File: src/rtl/mux_arb_pkg.sv
// Shared constants, FSM state type and one-hot helper for the 4-way round-robin mux arbiter.
package mux_arb_pkg;
  localparam int N_REQ = 4;
  localparam int SEL_W = 2;

  typedef enum logic {IDLE, BUSY} arb_state_t;

  function automatic logic [N_REQ-1:0] onehot(input logic [SEL_W-1:0] idx);
    logic [N_REQ-1:0] r;
    r      = '0;
    r[idx] = 1'b1;
    return r;
  endfunction
endpackage

File: src/rtl/rr_pick4.sv
// Combinational round-robin pick: first set request searching ptr, ptr+1, ... mod 4.
module rr_pick4 (
  input  logic [3:0] req,
  input  logic [1:0] ptr,
  output logic [1:0] pick,
  output logic       any
);
  logic [1:0] idx;

  // Scan from farthest to nearest so the closest request to ptr wins last.
  always_comb begin
    pick = '0;
    idx  = '0;
    any  = |req;
    for (int k = 3; k >= 0; k--) begin
      idx = ptr + 2'(k);
      if (req[idx]) pick = idx;
    end
  end
endmodule

File: src/rtl/mux4_rr_arbiter.sv
// Round-robin owner arbiter for a shared 4:1 mux; registered grant/select/busy/preempt.
// Optional hold-timeout preemption is built when MUX_ARB_TIMEOUT_EN is defined.
module mux4_rr_arbiter
  import mux_arb_pkg::*;
#(
  parameter int MAX_HOLD = 8
) (
  input  logic       clk,
  input  logic       rst_n,
  input  logic [3:0] req,
  input  logic       done,
  output logic [3:0] grant,
  output logic [1:0] select,
  output logic       busy,
  output logic       preempt
);
  if (MAX_HOLD < 2) begin : g_bad_hold
    $error("MAX_HOLD must be >= 2");
  end

  arb_state_t state_q;
  logic [1:0] ptr_q;
  logic [3:0] grant_q;
  logic [1:0] select_q;
  logic       busy_q;
  logic       preempt_q;

  logic [1:0] pick;
  logic       any;
  logic       timeout;
  logic       rel;

  rr_pick4 u_pick (
    .req  (req),
    .ptr  (ptr_q),
    .pick (pick),
    .any  (any)
  );

  // select_q names the owner while BUSY; grant_q is its one-hot form.
  assign rel = done || !req[select_q] || timeout;

`ifdef MUX_ARB_TIMEOUT_EN
  localparam int                CNT_W   = $clog2(MAX_HOLD);
  localparam logic [CNT_W-1:0] CNT_MAX = CNT_W'(MAX_HOLD - 1);

  logic [CNT_W-1:0] cnt_q;

  assign timeout = (state_q == BUSY) && (cnt_q == CNT_MAX) && |(req & ~grant_q);

  // Counts BUSY cycles from 0 at grant; saturates while nobody else waits.
  always_ff @(posedge clk or negedge rst_n) begin
    if (!rst_n)                         cnt_q <= '0;
    else if (state_q != BUSY || rel)    cnt_q <= '0;
    else if (cnt_q != CNT_MAX)          cnt_q <= cnt_q + CNT_W'(1);
  end
`else
  assign timeout = 1'b0;
`endif

  always_ff @(posedge clk or negedge rst_n) begin
    if (!rst_n) begin
      state_q   <= IDLE;
      ptr_q     <= '0;
      grant_q   <= '0;
      select_q  <= '0;
      busy_q    <= 1'b0;
      preempt_q <= 1'b0;
    end else begin
      preempt_q <= 1'b0;
      case (state_q)
        IDLE: if (any) begin
          state_q  <= BUSY;
          grant_q  <= onehot(pick);
          select_q <= pick;
          busy_q   <= 1'b1;
        end
        BUSY: if (rel) begin
          // select_q is kept so the mux output stays stable through the bubble.
          state_q   <= IDLE;
          grant_q   <= '0;
          busy_q    <= 1'b0;
          ptr_q     <= select_q + 2'd1;
          preempt_q <= timeout;
        end
        default: state_q <= IDLE;
      endcase
    end
  end

  assign grant   = grant_q;
  assign select  = select_q;
  assign busy    = busy_q;
  assign preempt = preempt_q;
endmodule

File: config.mk
export PLATFORM = sky130hd
export DESIGN_NAME = mux4_rr_arbiter
export DESIGN_NICKNAME = d
export VERILOG_FILES = /design/src/rtl/mux_arb_pkg.sv /design/src/rtl/rr_pick4.sv /design/src/rtl/mux4_rr_arbiter.sv
export SDC_FILE = /design/constraint.sdc
export NUM_CORES = 1
export LEC_CHECK = 0
export BUFFER_PORTS_ARGS = -buffer_cell sky130_fd_sc_hd__clkbuf_2
export CAP_MARGIN = 20
export CELL_PAD_IN_SITES_DETAIL_PLACEMENT = 0
export CELL_PAD_IN_SITES_GLOBAL_PLACEMENT = 1
export CORE_MARGIN = 10
export CORE_UTILIZATION = 40
export CTS_CLUSTER_SIZE = 40
export DETAILED_ROUTE_END_ITERATION = 10
export PLACE_DENSITY_LB_ADDON = 0.1
export SLEW_MARGIN = 10
export SYNTH_ARGS = -nofsm -noshare
export SYNTH_HDL_FRONTEND = slang
export SYNTH_SLANG_ARGS = --single-unit
File: constraint.sdc
create_clock -name clk -period 4.1 [get_ports clk]
set_input_delay 0.205 -clock clk [delete_from_list [all_inputs] [get_ports clk]]
set_output_delay 0.205 -clock clk [all_outputs]
set_load 0.005 [all_outputs]
# After elaboration in Yosys (flattened, before gate mapping)
# Cells that the tools add are included.
[op_classes]
addsub = 4
mul = 0
div_mod_pow = 0
order_cmp = 7
n_eq_ne = 2
shift = 0
muxes = 25
n_bitwise = 1
reduce_logical = 7
[ops]
columns = ["cell", "count"]
rows = [
  ["less-than comparator 2 x 3 -> 1 bit (second input constant)", 6],
  ["binary-select mux 1 bit (select 2 bit)", 5],
  ["two-way mux 1 bit", 10],
  ["two-way mux 2 bit", 4],
  ["two-way mux 4 bit", 2],
  ["case mux 4 bit (2 select lines)", 1],
  ["AND reduction 2 bit", 3],
  ["adder 2 x 1 -> 2 bit (second input constant)", 2],
  ["adder 2 bit (second input constant)", 2],
  ["case mux 1 bit (2 select lines)", 2],
  ["OR reduction 4 bit", 1],
  ["demux 1 bit (select 2 bit)", 1],
  ["greater-or-equal comparator 2 x 1 -> 1 bit (second input constant)", 1],
  ["inequality test 2 x 1 -> 1 bit (second input constant)", 1],
  ["inequality test 2 bit (second input constant)", 1],
  ["logical AND 1 bit", 1],
  ["logical NOT 1 bit", 1],
  ["logical OR 1 bit", 1],
  ["inverter 1 bit", 1],
]
[totals]
ff_bits = 10
latchBits = 0
mem_bits_rw = 0
romBits = 0
inputBits = 7
elab_cells = 51
mem_count = 0

# Longest topological paths before layout
# Gate-level depths: netlist (run 1).
[depth]
word_depth = 13
mapped_depth = 5

# Hierarchy
# A second synthesis (run 1) with hierarchy kept.
[hier_totals]
cells_unflattened = 61
area_unflattened_um2 = 603.1
[by_module_without_submodules]
columns = ["module", "instances", "cells_each", "area_per_inst_um2"]
rows = [
  ["mux4_rr_arbiter", 1, 48, 525.5],
  ["rr_pick4", 1, 13, 77.6],
]

# Worst setup path before layout (run 1)
# OpenSTA, ideal clock, no wires.
[synth_path]
path_type = "reg2reg"
start = "register select_q[1] (netlist: select[1])"
end = "register grant_q[2] (netlist: grant[2])"
setup_ns = 0.120
t_arrival_ns = 1.263
setup_slack_ns = 2.717
stages_incl_launch_ff = 5
cell_sequence = "dfrtp_1 mux2i_1 o221ai_4 and3_1 a31o_2"
[synth_between]
elab_chain_len = 6
[synth_lines]
columns = ["item", "line", "text"]
rows = [
  ["start: declaration", "mux4_rr_arbiter.sv:24", "logic [1:0] select_q;"],
  ["start signal: assignment", "mux4_rr_arbiter.sv:75", "select_q <= pick;"],
  ["binary-select mux 1 bit (select 2 bit)", "mux4_rr_arbiter.sv:41", "assign rel = done || !req[select_q] || timeout;"],
  ["two-way mux 1 bit (not written as such)", "mux4_rr_arbiter.sv:41", ""],
  ["logical NOT 1 bit", "mux4_rr_arbiter.sv:41", ""],
  ["logical OR 1 bit", "mux4_rr_arbiter.sv:41", ""],
  ["inequality test 2 x 1 -> 1 bit (no line)", "--", ""],
  ["AND reduction 2 bit (no line)", "--", ""],
  ["end signal: assignment", "mux4_rr_arbiter.sv:74", "grant_q <= onehot(pick);"],
  ["end: declaration", "mux4_rr_arbiter.sv:23", "logic [3:0] grant_q;"],
]
# Every way passes these cells. The select of a mux whose other input is x is not followed.
# A chain may end at the register's enable or synchronous reset.

# Worst setup path after layout (run 1)
# Same ends and word-level chain as after synthesis.

==> results.yml, run 1 <==
outcome:
  run_status: "complete, no violations"
synth:
  post_synthesis_register_bit_count: 10
  synth.yosys.seq_area_share_pct: 44.05
  syn_nets: 61
  number_of_synthesized_flops_with_an_enable_pin: 0
  synthTopCellsByArea: "dfrtp_1, mux2i_1, o221ai_4"
  synth_async_sr_flop_share_pct: 100.0
  portion_of_synthesized_cell_area_occupied_by_the_leading_cell_type_pct: 44.05
  synth.top_cells.by_count: "dfrtp_1, nand2_1, o21ai_0, mux2i_1"
  synth.cell_area_um2: 568.0
  most_used_flip_flop_cell_after_synthesis: "dfrtp_1"
  ys_types: 29
  yosysTopAreaCell: "dfrtp_1"
  post_synth_inst_count: 54
  syn_avg_cell_area_um2: 10.52
  most_instantiated_library_cell_after_synthesis: "dfrtp_1"
  synth_warnings: 0
global_route:
  grt_pass1_vias: 433
  grt_first_pass_wirelength_um: 1994
  grt_antenna_before_repair: 0
  grt_util_all_layers_pct: 7.510
  global_route.overflow_total: 0
  grt_max_degree: 11
worst_setup_path:
  worst-r2r-cell-count: 4
  critical_path_peak_fanout: 10
  cp-end-kind: "flip-flop"
  r2r_end: "grant[2]$_DFFE_PN0P_"
  crit_required_ns: 4.25
  reg2reg_setup_slack_ns: 2.65
  setup.worst_path.start_class: "flip-flop"
  timing_worst_setup_path_type: "flip-flop to flip-flop"
  reg2reg_from: "select[1]$_DFFE_PN0P_"
  timing.critical_path.arrival_ns: 1.60
routing:
  detailedRoute.firstIterationViolations: 3
  detail-route-antenna-nets: 0
  totalWireLength_um: 1136
  detail_route.first_pass.iterations: 3
  routed-via-count: 443
  drc_errors: 0
  routed_len_inst_um: 13.52
  route.detailed.vias_per_inst: 5.274
floorplan:
  fp.dieArea_um2: 3328
  coreArea_um2: 1318
  floorplan.initialDensity_pct: 43.11
  core.rowCount: 13
  horizontal_extent_of_the_die_um: 57.69
  ios: 15
  die-height_um: 57.69
final_layout:
  drive_gt1_share_pct: 34.78
  fillers: 142
  area.sequential_um2: 250.2
  postLayoutCellArea_um2: 665.6
  area_used_by_multi_input_combinational_logic_um2: 291.5
  n_antenna_cell: 0
  nNetsFinal: 78
  layout-area-overhead-vs-synth_pct: 17.18
place:
  post_dp_cell_area_um2: 633.1
  port-buffer-count: 13
  routabilityCongestion: 0.6940
  half_perimeter_wire_length_after_detailed_placement_um: 923
worst_hold_path:
  hold_class: "input pin to asynchronous set/reset pin"
clocking:
  insertion_delay_ns: 0.26
  cts.htree.levels: 1
  clk_pin_slew_ns: 0.06
  numCtsBuffers: 3
  tritoncts_sink_count: 10
  clock_path_buffers: 2
  tritoncts_clock_tree: "built"
  cts_root_buffer: "clkbuf_4"
sta:
  fin_crit_sh_pct: 35.38
  timing_hold_violations_final: 0
  timing.final.setup_violations: 0
  period_minus_slack_ns: 1.451
  finalMaxSlewViolations: 0
  achievable-frequency_mhz: 689.3
  finClkSkew_ns: 0.001231
  finalSetupTns_ns: 0
  rsz_0062_raised_after_global_routing: "false"
power:
  p_leak_nw: 0.3131
  p_per_area_nw_per_um2: 700.8
  max_vdd_drop_mv: 0.3484
flow_run:
  maxCapViolations: 0
==> placed cells by master, fill, tap and decap left out, types with 2 or more instances in the layout <==
master	netlist	final
clkbuf_4	0	3
nor2_1	2	2
and3_1	2	2
clkbuf_2	0	13
a31o_2	2	2
dfrtp_1	10	10
nand2_1	6	6
o21ai_0	4	4
nand2b_1	2	2
nand3_1	2	2
inv_1	2	2
mux2i_1	3	3
==> state kept, by name, indices dropped and copies added, names as in the netlist <==
signal and flops:
busy 1, grant 4, ptr_q 2, select 2, state_q 1
==> per-layer routing <==
metal  track usage, %  share of wire, %  vias to the layer above
li1                 -                 -                      229
met1            8.696                47                      203
met2            11.35                45                       11
met3            4.575               8.1                        0
met4            2.013                 0                        0
met5                0                 0                        -
==> worst max-delay path: stages (launching register included) <==
cell and delay (ns):
dfrtp_1 0.44, mux2i_1 0.31, o221ai_4 0.18, and3_1 0.20, a31o_2 0.21
==> stage by stage <==
stage	total power, mW	std cells	hold slack [ns]	setup WS, ns	utilization [%]
after floorplan	0.3479	54	-0.09059	2.717	-
after global placement	0.4142	80	0.08275	2.633	48.05
after detailed placement	0.4110	80	0.08297	2.634	48.05
after CTS	0.4753	84	0.3469	2.627	50.52
after global routing	0.5154	84	0.3568	2.550	50.52
final	0.4665	84	0.3383	2.649	50.52
==> report_power, final <==
part / internal [mW] / switching [mW]
Clock: 0.0337 / 0.0290
Combinational: 0.104 / 0.107
Sequential: 0.145 / 0.0477
==> worst max path at each step <==
stage,startpoint,end,slack [ns],cells after the start
2_1_floorplan,select[1]$_DFFE_PN0P_,grant[2]$_DFFE_PN0P_,2.72,4
3_3_place_gp,select[1]$_DFFE_PN0P_,grant[2]$_DFFE_PN0P_,2.63,4
3_5_place_dp,select[1]$_DFFE_PN0P_,grant[2]$_DFFE_PN0P_,2.63,4
4_1_cts,select[1]$_DFFE_PN0P_,grant[2]$_DFFE_PN0P_,2.63,4
5_1_grt,select[1]$_DFFE_PN0P_,grant[2]$_DFFE_PN0P_,2.55,4
6_report,select[1]$_DFFE_PN0P_,grant[2]$_DFFE_PN0P_,2.65,4
==> layout make-up <==
type | count | share of cell area (%)
Multi-Input combinational cell | 40 | 43.80
Sequential cell | 10 | 37.59
Timing Repair Buffer | 14 | 11.28
Clock buffer | 3 | 3.383
Tap cell | 15 | 2.820
Inverter | 2 | 1.128
==> kinds of logic (layout without fill, tap and decap cells) <==
family	Yosys count	after routing	synth area share (%)
muxes	4	4	7.269
buffers and inverters	4	19	4.626
and+or+nand+nor	19	19	18.28
xor gates and xnor gates	1	1	1.542
other	1	1	0.6602
DFF	10	10	44.05
AOI/OAI and AO/OA	15	15	23.57
==> repair_timing <==
action,in CTS,in global routing
gates resized for setup,0,0
setup buffers,0,0
hold endpoints to repair,10,0
hold buffers,1,0
(Power assumes the default switching activity.)
==> run 2, diff against run 1 <==
--- a/config.mk
+++ b/config.mk
@@ -5,12 +5,14 @@
 export SDC_FILE = /design/constraint.sdc
 export NUM_CORES = 1
 export LEC_CHECK = 0
+export ABC_AREA = 1
 export BUFFER_PORTS_ARGS = -buffer_cell sky130_fd_sc_hd__clkbuf_2
 export CAP_MARGIN = 20
 export CELL_PAD_IN_SITES_DETAIL_PLACEMENT = 0
 export CELL_PAD_IN_SITES_GLOBAL_PLACEMENT = 1
+export CORE_ASPECT_RATIO = 0.9
 export CORE_MARGIN = 10
-export CORE_UTILIZATION = 40
+export CORE_UTILIZATION = 32
 export CTS_CLUSTER_SIZE = 40
 export DETAILED_ROUTE_END_ITERATION = 10
 export PLACE_DENSITY_LB_ADDON = 0.1
==> constraint.sdc (replaced) <==
create_clock -name clk -period 1.2 [get_ports clk]
set_input_delay 0.06 -clock clk [delete_from_list [all_inputs] [get_ports clk]]
set_output_delay 0.06 -clock clk [all_outputs]
set_load 0.005 [all_outputs]
==> run 2 against run 1 <==
The flow now finishes with violations (setup timing). Die area rose by 28%. Hold slack worse by 0.23 ns. Register-to-register slack got worse by 2.8 ns. Clock skew down 0.00065 ns. Non-clock buffer count is 11 higher. Critical path depth is 7 higher. Via count up 58%. Sequential cell count did not move. First-iteration DRC count increased to 4.7 times the previous value. Count of clock-buffer cells in the layout increased by 1. Critical path type unchanged. Critical endpoint is now grant[0]$_DFFE_PN0P_.
==> results.yml, run 2 <==
sta:
  finalSetupTns_ns: -0.8257
  fin_crit_sh_pct: 112.9
  layout_setup_ws_ns: -0.1552
  timing_hold_violations_final: 0
  timing.final.setup_violations: 6
  rsz_0062_raised_after_global_routing: "true"
  period_minus_slack_ns: 1.355
  achievable-frequency_mhz: 737.9
  finClkSkew_ns: 0.0005791
  finalMaxSlewViolations: 0
worst_setup_path:
  timing.critical_path.arrival_ns: 1.51
  critical_path_peak_fanout: 6
  worst-r2r-cell-count: 11
  setup.worst_path.start_class: "flip-flop"
  reg2reg_setup_slack_ns: -0.16
  timing_worst_setup_path_type: "flip-flop to flip-flop"
  r2r_end: "grant[0]$_DFFE_PN0P_"
  crit_required_ns: 1.36
  cp-end-kind: "flip-flop"
  reg2reg_from: "ptr_q[0]$_DFFE_PN0P_"
final_layout:
  postLayoutCellArea_um2: 1045
  layout.cells.most_common: "nand2_1"
  leading_cell_types_in_the_layout_fill_and_taps_excluded: "nand2_1, nand2_2, clkbuf_2"
  drive_gt1_share_pct: 61.67
  fin_util_pct: 54.05
  fillers: 196
  nNetsFinal: 128
  layout-area-overhead-vs-synth_pct: 58.74
  n_antenna_cell: 0
  area_used_by_multi_input_combinational_logic_um2: 489.2
  area.sequential_um2: 254.0
  largest_register_ff_count: 4
floorplan:
  coreArea_um2: 1933
  floorplan.initialDensity_pct: 34.05
  fp.dieArea_um2: 4273
  core.rowCount: 15
  horizontal_extent_of_the_die_um: 67.81
  ios: 15
  die-height_um: 63.03
synth:
  ys_types: 18
  number_of_synthesized_flops_with_an_enable_pin: 0
  syn_avg_cell_area_um2: 7.077
  synth_warnings: 0
  portion_of_synthesized_cell_area_occupied_by_the_leading_cell_type_pct: 38.02
  synth.yosys.seq_area_share_pct: 38.02
  synth_async_sr_flop_share_pct: 100.0
  yosysTopAreaCell: "dfrtp_1"
  synth.top_cells.by_count: "nand2_1, dfrtp_1, inv_1, nand2_2, nand3_1"
  synthTopCellsByArea: "dfrtp_1, nand2_1, nand3_2"
  synth.cell_area_um2: 658.1
  post_synth_inst_count: 93
  syn_nets: 100
  most_instantiated_library_cell_after_synthesis: "nand2_1"
  most_used_flip_flop_cell_after_synthesis: "dfrtp_1"
  post_synthesis_register_bit_count: 10
power:
  p_leak_nw: 0.5462
  netSwitchingFraction_pct: 48.06
  power_internal_mw: 1.620
  power_frac_comb_pct: 68.9
  p_per_area_nw_per_um2: 2986
  switchingPower_mw: 1.500
  power.clock.fraction_pct: 9.5
  power.share.sequential_pct: 21.6
  max_vdd_drop_mv: 1.136
clocking:
  tritoncts_clock_tree: "built"
  insertion_delay_ns: 0.26
  clk_pin_slew_ns: 0.06
  tritoncts_sink_count: 10
  numCtsBuffers: 3
  cts_root_buffer: "clkbuf_4"
  cts.htree.levels: 1
  clock_path_buffers: 2
worst_hold_path:
  hold_class: "input pin to flip-flop"
  count_of_cells_along_the_worst_hold_path: 4
  timing.hold.worst_endpoint: "state_q$_DFF_PN0_"
  holdCritStartpoint: "done"
routing:
  route.detailed.vias_per_inst: 4.828
  detail_route.first_pass.iterations: 4
  detailedRoute.firstIterationViolations: 14
  totalWireLength_um: 1862
  drc_errors: 0
  routed_len_inst_um: 12.84
  detail-route-antenna-nets: 0
  routed-via-count: 700
global_route:
  grt_max_degree: 11
  global_route.overflow_total: 0
  grt_util_all_layers_pct: 7.832
  grt_first_pass_wirelength_um: 2711
  grt_antenna_before_repair: 0
  grt_pass1_vias: 591
outcome:
  failed_checks: "setup timing"
  run_status: "complete, but fails checks"
place:
  half_perimeter_wire_length_after_detailed_placement_um: 1302
  port-buffer-count: 13
  place_ws_ns: -0.2214
  routabilityCongestion: 0.8144
  post_dp_cell_area_um2: 775.7
flow_run:
  maxCapViolations: 0
==> run 2: cell types whose count changed in the layout (fill, tap and decap cells not counted), sizes merged, moves of 3 or more <==
| cell | delta |
|---|---|
| nand2 | +33 |
| nand3 | +9 |
| a21oi | +3 |
| buf | +11 |
| o21ai | +5 |
| mux2i | -3 |
| inv | +9 |
==> run 2: repair_timing <==
item                                    4_1_cts  5_1_grt
gates resized for setup                       3       48
hold buffers                                  1        0
endpoints found under the setup margin        9       10
pin swaps                                     0       13
buffers inserted                              1        5
endpoints found under the hold margin        10        0
==> run 2: layout make-up <==
type	count	area share [%]
Clock buffer	4	3.473
Multi-Input combinational cell	69	46.83
Timing Repair Buffer	25	16.65
Inverter	12	5.749
Sequential cell	10	24.31
Tap cell	25	2.994
==> run 2: metal layers <==
metal	GRT usage (%)	part of all wire, %
met5	0	0
met4	1.759	0
met3	4.122	8.4
met2	10.33	49
met1	10.78	43
==> run 2: worst max path at each step <==
stage                          from              endpoint  slack (ns)  depth (start not counted)
6_report       ptr_q[0]$_DFFE_PN0P_  grant[0]$_DFFE_PN0P_       -0.16                         11
5_1_grt        ptr_q[0]$_DFFE_PN0P_  grant[2]$_DFFE_PN0P_       -0.22                         10
4_1_cts        ptr_q[0]$_DFFE_PN0P_  grant[1]$_DFFE_PN0P_       -0.12                          8
3_5_place_dp   ptr_q[0]$_DFFE_PN0P_  grant[0]$_DFFE_PN0P_       -0.22                          9
3_3_place_gp   ptr_q[0]$_DFFE_PN0P_  grant[0]$_DFFE_PN0P_       -0.24                          9
2_1_floorplan  ptr_q[0]$_DFFE_PN0P_  grant[0]$_DFFE_PN0P_       -0.02                         11
==> run 2: kinds of logic (layout without fill, tap and decap cells) <==
kind of cell	count (synthesis)	in the layout	synth area share (%)
AND/OR/NAND/NOR	54	54	40.12
flip-flops	10	10	38.02
other	1	1	0.5698
XOR/XNOR	1	1	1.331
buffers and inverters	14	41	10.08
AO/OA/AOI/OAI	13	13	9.886
==> run 2: power by group through the flow <==
stage | clock (mW) | sequential, mW | combinational, mW
detailed placement | 0 | 0.685 | 1.36
finish | 0.296 | 0.675 | 2.15
global route | 0.328 | 0.702 | 2.35
floorplan | 0 | 0.621 | 1.02
CTS | 0.309 | 0.678 | 1.42
global placement | 0 | 0.678 | 1.38
==> run 2: worst max-delay path, stage by stage, from the launching register on <==
cell and delay (ns):
dfrtp_2 0.42, buf_12 0.14, clkinv_8 0.07, nand2_4 0.06, nand3_4 0.07, nand2_2 0.06
nand3_2 0.09, nand2_2 0.05, nand2_2 0.09, nand2_4 0.08, nand2_1 0.07, nand2_1 0.04
==> run 2: metrics by stage <==
step,cells,total power [mW],hold WS (ns)
finish,145,3.120,0.1067
global placement,134,2.058,-0.05828
global route,145,3.376,0.1480
detailed placement,134,2.049,-0.06448
CTS,140,2.407,0.1455
floorplan,93,1.645,-0.2356
